### src/rtl/wb_core_arbiter_pkg.sv
// wb_arb_pkg: shared types for the core Wishbone arbiter.
//   arb_state_e : arbiter FSM states (idle, owned by m0, owned by m1)
//   M_IF/M_MEM  : master indices (m0 = IF stage, m1 = MEM stage)
package wb_arb_pkg;

  typedef enum logic [1:0] {
    ARB_IDLE = 2'd0,
    ARB_OWN0 = 2'd1,
    ARB_OWN1 = 2'd2
  } arb_state_e;

  localparam int M_IF  = 0;
  localparam int M_MEM = 1;

endpackage

### src/rtl/wb_core_arbiter_if.sv
// wb_core_arbiter_if: one classic Wishbone point-to-point link.
//   cyc/stb/we/adr/dat_w/sel : master -> slave
//   dat_r/ack/err            : slave -> master
// modport master is the bus initiator side, modport slave the responder side.
interface wb_core_arbiter_if #(
  parameter int ADDR_W = 32,
  parameter int DATA_W = 32
);
  localparam int SEL_W = DATA_W / 8;

  logic              cyc;
  logic              stb;
  logic              we;
  logic [ADDR_W-1:0] adr;
  logic [DATA_W-1:0] dat_w;
  logic [SEL_W-1:0]  sel;
  logic [DATA_W-1:0] dat_r;
  logic              ack;
  logic              err;

  modport master (
    output cyc, stb, we, adr, dat_w, sel,
    input  dat_r, ack, err
  );

  modport slave (
    input  cyc, stb, we, adr, dat_w, sel,
    output dat_r, ack, err
  );

endinterface

### src/rtl/wb_core_arbiter_rr2.sv
// arb_rr2: two-way round-robin picker.
//   clk, rstn_i : clock, async active-low reset
//   req[1:0]    : request per master (bit0 m0, bit1 m1)
//   en          : picking allowed this cycle
//   gnt[1:0]    : one-hot pick (combinational), 00 when disabled or no request
// Owns last_q, the most recently granted master; it resets to m1 so m0 wins
// the first contended pick.
module arb_rr2
  import wb_arb_pkg::*;
(
  input  logic       clk,
  input  logic       rstn_i,
  input  logic [1:0] req,
  input  logic       en,
  output logic [1:0] gnt
);

  logic last_q;

  always_comb begin
    gnt = 2'b00;
    if (en) begin
      case (req)
        2'b01:   gnt = 2'b01;
        2'b10:   gnt = 2'b10;
        2'b11:   gnt = (last_q == 1'(M_MEM)) ? 2'b01 : 2'b10;
        default: gnt = 2'b00;
      endcase
    end
  end

  always_ff @(posedge clk or negedge rstn_i) begin
    if (!rstn_i) begin
      last_q <= 1'(M_MEM);
    end else if (gnt[0]) begin
      last_q <= 1'(M_IF);
    end else if (gnt[1]) begin
      last_q <= 1'(M_MEM);
    end
  end

endmodule

### src/rtl/wb_core_arbiter.sv
// wb_core_arbiter: shares one Wishbone slave between the core IF master (m0)
// and MEM master (m1). Round-robin pick, grant locked for a whole cyc,
// per-transfer watchdog, and a debug halt that blocks new grants.
//   clk, rstn_i : clock, async active-low reset
//   halt_i      : no new grant while high (an owned cycle still completes)
//   m0, m1      : master links (arbiter is their slave)
//   s           : link to the shared slave (arbiter is its master)
//   grant_o     : one-hot registered owner, 00 when idle
//   timeout_o   : one-cycle pulse when the watchdog aborts a transfer
//
// state    | meaning
// ARB_IDLE | no owner, slave outputs 0, picking when halt_i low
// ARB_OWN0 | m0 owns the slave until it drops cyc or the watchdog fires
// ARB_OWN1 | m1 owns the slave until it drops cyc or the watchdog fires
module wb_core_arbiter
  import wb_arb_pkg::*;
#(
  parameter int ADDR_W  = 32,
  parameter int DATA_W  = 32,
  parameter int TIMEOUT = 64
) (
  input  logic                    clk,
  input  logic                    rstn_i,
  input  logic                    halt_i,
  wb_core_arbiter_if.slave        m0,
  wb_core_arbiter_if.slave        m1,
  wb_core_arbiter_if.master       s,
  output logic [1:0]              grant_o,
  output logic                    timeout_o
);

  localparam int SEL_W = DATA_W / 8;
  // A zero-width counter is illegal, so the disabled watchdog keeps one idle bit.
  localparam int CNT_W = (TIMEOUT > 0) ? $clog2(TIMEOUT + 1) : 1;
  localparam logic [CNT_W-1:0] TO_CNT = CNT_W'(TIMEOUT);

  arb_state_e        state_q;
  logic [1:0]        grant_q;
  logic [CNT_W-1:0]  wd_cnt_q;
  logic [1:0]        pick;
  logic              pick_en;
  logic              own0;
  logic              own1;
  logic              owned;
  logic              own_stb;
  logic              wd_fire;
  logic              cyc_mux;
  logic              stb_mux;
  logic              we_mux;
  logic [ADDR_W-1:0] adr_mux;
  logic [DATA_W-1:0] dat_mux;
  logic [SEL_W-1:0]  sel_mux;

  assign own0    = (state_q == ARB_OWN0);
  assign own1    = (state_q == ARB_OWN1);
  assign owned   = own0 | own1;
  assign pick_en = (state_q == ARB_IDLE) & ~halt_i;
  assign own_stb = (own0 & m0.stb) | (own1 & m1.stb);
  assign wd_fire = (TIMEOUT != 0) && owned && (wd_cnt_q == TO_CNT);

  arb_rr2 u_rr2 (
    .clk    (clk),
    .rstn_i (rstn_i),
    .req    ({m1.cyc, m0.cyc}),
    .en     (pick_en),
    .gnt    (pick)
  );

  always_comb begin
    cyc_mux = 1'b0;
    stb_mux = 1'b0;
    we_mux  = 1'b0;
    adr_mux = '0;
    dat_mux = '0;
    sel_mux = '0;
    if (own0) begin
      cyc_mux = m0.cyc;
      stb_mux = m0.stb;
      we_mux  = m0.we;
      adr_mux = m0.adr;
      dat_mux = m0.dat_w;
      sel_mux = m0.sel;
    end else if (own1) begin
      cyc_mux = m1.cyc;
      stb_mux = m1.stb;
      we_mux  = m1.we;
      adr_mux = m1.adr;
      dat_mux = m1.dat_w;
      sel_mux = m1.sel;
    end
  end

  // The watchdog abort drops cyc/stb towards the slave in the firing cycle.
  assign s.cyc   = cyc_mux & ~wd_fire;
  assign s.stb   = stb_mux & ~wd_fire;
  assign s.we    = we_mux;
  assign s.adr   = adr_mux;
  assign s.dat_w = dat_mux;
  assign s.sel   = sel_mux;

  assign m0.ack   = own0 & s.ack & ~wd_fire;
  assign m0.err   = own0 & (s.err | wd_fire);
  assign m0.dat_r = own0 ? s.dat_r : '0;
  assign m1.ack   = own1 & s.ack & ~wd_fire;
  assign m1.err   = own1 & (s.err | wd_fire);
  assign m1.dat_r = own1 ? s.dat_r : '0;

  assign grant_o   = grant_q;
  assign timeout_o = wd_fire;

  always_ff @(posedge clk or negedge rstn_i) begin
    if (!rstn_i) begin
      state_q <= ARB_IDLE;
      grant_q <= 2'b00;
    end else begin
      case (state_q)
        ARB_IDLE: begin
          if (pick[0]) begin
            state_q <= ARB_OWN0;
            grant_q <= 2'b01;
          end else if (pick[1]) begin
            state_q <= ARB_OWN1;
            grant_q <= 2'b10;
          end
        end
        ARB_OWN0: begin
          if (!m0.cyc || wd_fire) begin
            state_q <= ARB_IDLE;
            grant_q <= 2'b00;
          end
        end
        ARB_OWN1: begin
          if (!m1.cyc || wd_fire) begin
            state_q <= ARB_IDLE;
            grant_q <= 2'b00;
          end
        end
        default: begin
          state_q <= ARB_IDLE;
          grant_q <= 2'b00;
        end
      endcase
    end
  end

  // Counts stalled strobe cycles; saturates at TIMEOUT instead of wrapping.
  always_ff @(posedge clk or negedge rstn_i) begin
    if (!rstn_i) begin
      wd_cnt_q <= '0;
    end else if (!owned || wd_fire || !own_stb || s.err || s.ack) begin
      wd_cnt_q <= '0;
    end else if ((TIMEOUT != 0) && (wd_cnt_q != TO_CNT)) begin
      wd_cnt_q <= wd_cnt_q + 1'b1;
    end
  end

endmodule

### src/flat_wrapper.sv
// flat-port wrapper written by rule: the top's interface ports become plain ports
module wb_core_arbiter_flat import wb_arb_pkg::*;
#(
  parameter int ADDR_W  = 32,
  parameter int DATA_W  = 32,
  parameter int TIMEOUT = 64
)
  (clk, rstn_i, halt_i, grant_o, timeout_o, m0_cyc, m0_stb, m0_we, m0_adr, m0_dat_w, m0_sel, m0_dat_r, m0_ack, m0_err, m1_cyc, m1_stb, m1_we, m1_adr, m1_dat_w, m1_sel, m1_dat_r, m1_ack, m1_err, s_cyc, s_stb, s_we, s_adr, s_dat_w, s_sel, s_dat_r, s_ack, s_err);
  wb_core_arbiter_if #(.ADDR_W(ADDR_W), .DATA_W(DATA_W)) m0_i ();
  wb_core_arbiter_if #(.ADDR_W(ADDR_W), .DATA_W(DATA_W)) m1_i ();
  wb_core_arbiter_if #(.ADDR_W(ADDR_W), .DATA_W(DATA_W)) s_i ();
  input  logic clk;
  input  logic rstn_i;
  input  logic halt_i;
  output logic [1:0] grant_o;
  output logic timeout_o;
  input wire logic [$bits(m0_i.cyc)-1:0] m0_cyc;
  input wire logic [$bits(m0_i.stb)-1:0] m0_stb;
  input wire logic [$bits(m0_i.we)-1:0] m0_we;
  input wire logic [$bits(m0_i.adr)-1:0] m0_adr;
  input wire logic [$bits(m0_i.dat_w)-1:0] m0_dat_w;
  input wire logic [$bits(m0_i.sel)-1:0] m0_sel;
  output wire logic [$bits(m0_i.dat_r)-1:0] m0_dat_r;
  output wire logic [$bits(m0_i.ack)-1:0] m0_ack;
  output wire logic [$bits(m0_i.err)-1:0] m0_err;
  input wire logic [$bits(m1_i.cyc)-1:0] m1_cyc;
  input wire logic [$bits(m1_i.stb)-1:0] m1_stb;
  input wire logic [$bits(m1_i.we)-1:0] m1_we;
  input wire logic [$bits(m1_i.adr)-1:0] m1_adr;
  input wire logic [$bits(m1_i.dat_w)-1:0] m1_dat_w;
  input wire logic [$bits(m1_i.sel)-1:0] m1_sel;
  output wire logic [$bits(m1_i.dat_r)-1:0] m1_dat_r;
  output wire logic [$bits(m1_i.ack)-1:0] m1_ack;
  output wire logic [$bits(m1_i.err)-1:0] m1_err;
  output wire logic [$bits(s_i.cyc)-1:0] s_cyc;
  output wire logic [$bits(s_i.stb)-1:0] s_stb;
  output wire logic [$bits(s_i.we)-1:0] s_we;
  output wire logic [$bits(s_i.adr)-1:0] s_adr;
  output wire logic [$bits(s_i.dat_w)-1:0] s_dat_w;
  output wire logic [$bits(s_i.sel)-1:0] s_sel;
  input wire logic [$bits(s_i.dat_r)-1:0] s_dat_r;
  input wire logic [$bits(s_i.ack)-1:0] s_ack;
  input wire logic [$bits(s_i.err)-1:0] s_err;
  assign m0_i.cyc = m0_cyc;
  assign m0_i.stb = m0_stb;
  assign m0_i.we = m0_we;
  assign m0_i.adr = m0_adr;
  assign m0_i.dat_w = m0_dat_w;
  assign m0_i.sel = m0_sel;
  assign m0_dat_r = m0_i.dat_r;
  assign m0_ack = m0_i.ack;
  assign m0_err = m0_i.err;
  assign m1_i.cyc = m1_cyc;
  assign m1_i.stb = m1_stb;
  assign m1_i.we = m1_we;
  assign m1_i.adr = m1_adr;
  assign m1_i.dat_w = m1_dat_w;
  assign m1_i.sel = m1_sel;
  assign m1_dat_r = m1_i.dat_r;
  assign m1_ack = m1_i.ack;
  assign m1_err = m1_i.err;
  assign s_cyc = s_i.cyc;
  assign s_stb = s_i.stb;
  assign s_we = s_i.we;
  assign s_adr = s_i.adr;
  assign s_dat_w = s_i.dat_w;
  assign s_sel = s_i.sel;
  assign s_i.dat_r = s_dat_r;
  assign s_i.ack = s_ack;
  assign s_i.err = s_err;
  wb_core_arbiter #(.ADDR_W(ADDR_W), .DATA_W(DATA_W), .TIMEOUT(TIMEOUT)) u_core (.clk(clk), .rstn_i(rstn_i), .halt_i(halt_i), .m0(m0_i), .m1(m1_i), .s(s_i), .grant_o(grant_o), .timeout_o(timeout_o));
endmodule
### config.mk
export PLATFORM = sky130hd
export DESIGN_NAME = wb_core_arbiter_flat
export DESIGN_NICKNAME = d
export VERILOG_FILES = /design/src/rtl/wb_core_arbiter_pkg.sv /design/src/rtl/wb_core_arbiter_if.sv /design/src/rtl/wb_core_arbiter_rr2.sv /design/src/rtl/wb_core_arbiter.sv /design/src/flat_wrapper.sv
export SDC_FILE = /design/constraint.sdc
export NUM_CORES = 1
export LEC_CHECK = 0
export CAP_MARGIN = 30
export CORE_AREA = 2 2 125 127
export CTS_CLUSTER_SIZE = 28
export DETAILED_ROUTE_END_ITERATION = 10
export DIE_AREA = 0 0 127 129
export MAX_ROUTING_LAYER = met4
export SLEW_MARGIN = 10
export SYNTH_ARGS = -nofsm -noshare
export SYNTH_HDL_FRONTEND = slang
export SYNTH_HIERARCHICAL = 1
export SYNTH_SLANG_ARGS = --single-unit
### constraint.sdc
create_clock -name clk -period 4.5 [get_ports clk]
set_input_delay 1.125 -clock clk [delete_from_list [all_inputs] [get_ports clk]]
set_output_delay 1.125 -clock clk [all_outputs]
set_load 0.01 [all_outputs]
==> results.json <==
{
  "outcome": "completed",
  "drv_cap": 0,
  "overflow": 0,
  "clk_path_buf_depth": 2,
  "io_pins": 321,
  "yosys_warnings": 6,
  "die_w_um": 127,
  "vias": 2969,
  "whs_path_depth": 1,
  "cts_tree": "built",
  "n_antenna_cell": 0,
  "yosys_register_bits": 10,
  "min_period_ns": 3.64,
  "synthFlopType": "dfrtp_1",
  "p_leak_nw": 2.00,
  "synthDistinctLibCells": 29,
  "holdPathEnd": "u_core/wd_cnt_q[0]",
  "rr_worst_depth": 6,
  "fin_skew_ns": 0.00136,
  "internal_power_w": 0.00139,
  "clkSinkCount": 10,
  "crit_slowest_cell": "clkdlybuf4s50_1",
  "route.detailed.drc": 0,
  "rows": 45,
  "syn_nets": 418,
  "power_density_mw_per_mm2": 429,
  "path_clk_slew_ns": 0.04,
  "fin_tns_setup_ns": 0,
  "first_global_vias": 2769,
  "port_buffers": 320,
  "hold_buffers": 0,
  "use_met1": 0.130,
  "syn_to_final_growth_pct": 197,
  "use_met3": 0.0170,
  "grt_max_degree": 77,
  "r2r-end": "u_core/grant_o[0]",
  "root_buffer": "clkbuf_16",
  "synth_area_per_cell_sq_um": 7.64,
  "crit_top_cell": "inv_1",
  "htreeDepth": 1,
  "yosysTopAreaCell": "a22o_1",
  "total_power_w": 0.00226,
  "start_util": 0.119,
  "ir_worst_vdd_mv": 0.329,
  "finalCritPeriodShare": 0.808,
  "gp_congestion": 0.782,
  "crit_type": "reg2out",
  "grt_pass1_wl_um": 14800,
  "synthArstFlopShare": 1.00,
  "combinationalPowerShare": 0.868,
  "track_usage": 0.115,
  "synth_edf_count": 0,
  "drt-initial-drc-count": 134,
  "endpoint_kind": "output pin",
  "grt_setup_unrepaired": "false",
  "post_cts_resized": 0,
  "die-area_sq_mm": 0.0164,
  "power_frac_clock": 0.078,
  "cp.arrival_ns": 2.51,
  "hp-start": "u_core/wd_cnt_q[0]",
  "p_switching_w": 0.000875,
  "grtUsageMet2": 0.212,
  "via_per_inst": 4.09,
  "antenna_found_initial": 0,
  "worstPathRequired_ns": 3.38,
  "drv_slew": 0,
  "clk_latency_ns": 0.24,
  "max_freq_ghz": 0.275,
  "r2r_setup_slack_ns": 2.20,
  "hp-class": "reg2reg",
  "numCtsBuffers": 3,
  "worst_pin_slew_ns": 0.786,
  "cp-start-kind": "flip-flop",
  "netlist.area_leader.share": 0.345,
  "fp.dieH_um": 129,
  "drt_pre_antenna_iters": 4,
  "slowest_delay_ns": 0.53,
  "detail-route-antenna-nets": 0,
  "crit_fanout": 5,
  "nets": 724,
  "wire_per_inst_um": 15.0,
  "syn_area_sq_mm": 0.00178,
  "r2r_start": "u_core/grant_o[1]",
  "pwr-share-seq": 0.054,
  "netlist_instances": 233,
  "dpl.hpwl_um": 9080,
  "cts_setup_buffers": 0,
  "holdWs_ns": 0.501,
  "maxSlewHeadroom": 0.476,
  "sw_frac_of_total": 0.387,
  "seq_area_frac_synth": 0.141,
  "top_usage_layer": "met2",
  "yosys-top-cells-area": "a22o_1, and2_1, dfrtp_1, clkbuf_1, ha_1",
  "wirelength_um": 10900,
  "crit_chain": "inv_1 > ha_1 > or4b_4 > or2_4 > inv_1 > o21a_1 > clkdlybuf4s50_1",
  "layout-drive-gt1-share": 0.0279,
  "hold_violations": 0,
  "core_area_sq_mm": 0.0150,
  "setup-violations-final": 0
}
power groups by stage:
stage,Combinational [W],Clock [W],Sequential (W)
2_1_floorplan,0.000856,0,0.000122
6_report,0.00197,0.000177,0.000121
3_5_place_dp,0.00197,0,0.000122
5_1_grt,0.00209,0.000187,0.000124
3_3_place_gp,0.00196,0,0.000122
4_1_cts,0.00197,0.000181,0.000121
logic make-up (layout without fill, tap and decap cells):
family | count (synthesis) | after routing | share of synthesized area
AO/OA/AOI/OAI | 87 | 87 | 0.411
XOR/XNOR | 3 | 3 | 0.0148
adder cells (fa/ha/maj) | 6 | 6 | 0.0422
buffers and inverters | 30 | 335 | 0.0654
flip-flops | 10 | 10 | 0.141
AND/OR/NAND/NOR | 97 | 97 | 0.326
cell type report:
type / count / area (sq um)
timing repair buffer: 324 / 3250
sequential: 10 / 251
inverter: 7 / 26.3
fill: 1508 / 9700
multi-input combinational: 193 / 1420
clock buffer: 4 / 88.8
tap: 188 / 235
placed cells by master, fill, tap and decap left out:
| cell type | instances |
|---|---|
| a22o_1 | 70 |
| nor2b_4 | 1 |
| nor2b_1 | 1 |
| dfrtp_1 | 9 |
| nor3_1 | 1 |
| a21oi_1 | 6 |
| o211a_1 | 1 |
| buf_12 | 1 |
| nand3_1 | 2 |
| inv_1 | 7 |
| buf_8 | 1 |
| a21oi_2 | 1 |
| clkdlybuf4s50_1 | 320 |
| a221oi_2 | 1 |
| buf_4 | 2 |
| xor2_1 | 2 |
| nand3b_1 | 3 |
| and2_1 | 65 |
| o21ai_0 | 4 |
| ha_1 | 5 |
| nand2_1 | 8 |
| o2111ai_1 | 1 |
| clkbuf_8 | 1 |
| or2_4 | 1 |
| or3_1 | 2 |
| or4b_4 | 1 |
| o21a_1 | 2 |
| xnor2_1 | 1 |
| and3_1 | 3 |
| nand2b_1 | 2 |
| nor2_1 | 7 |
| clkbuf_16 | 3 |
| dfstp_2 | 1 |
| a311o_1 | 1 |
| ha_2 | 1 |
sequential cells by signal, indices dropped and copies added (netlist names):
register / cells
u_core/wd_cnt_q: 7
u_core/grant_o: 2
u_core/u_rr2/last_q: 1
Yosys cell counts (3+ instances only):
cell type  number
a22o_1         70
nand3b_1        3
dfrtp_1         9
o21ai_0         4
inv_1           7
nand2_1         8
nor2_1          7
and3_1          3
buf_2           3
ha_1            6
a21oi_1         6
and2_1         65
clkbuf_1       20
per-layer routing:
layer | vias to the layer above | wire length (um)
met2 | 148 | 5840
met5 | - | 0
met4 | 0 | 121
li1 | 1460 | -
met3 | 9 | 739
met1 | 1352 | 4180
how the worst max path moves through the flow:
stage	end	cells past startpoint	slack (ns)	from
finish	m1_err	7	0.86	u_core/wd_cnt_q[0]
global route	s_dat_w[19]	5	0.73	u_core/grant_o[1]
CTS	m1_err	7	0.82	u_core/wd_cnt_q[0]
detailed placement	s_cyc	4	0.95	m1_cyc
global placement	s_cyc	4	0.92	m0_cyc
floorplan	m0_err	6	1.75	u_core/wd_cnt_q[0]
worst max-delay path: cells and delay by family, from the launching register on:
kind                     cells  cell delay (ns)
flip-flops                   1             0.40
AND/OR/NAND/NOR              2             0.78
adder cells (fa/ha/maj)      1             0.13
buffers and inverters        3             0.79
AO/OA/AOI/OAI                1             0.15
per-stage QoR:
stage | std cells | utilization | instance area (sq um) | worst slack, ns
after global routing | 726 | 0.352 | 5280 | 0.733
after detailed placement | 721 | 0.345 | 5170 | 0.948
after floorplan | 233 | - | 1780 | 1.75
after CTS | 725 | 0.351 | 5260 | 0.822
final | 726 | 0.352 | 5280 | 0.865
after global placement | 721 | 0.345 | 5170 | 0.921
Note: power is estimated with default switching activity, not from simulation.
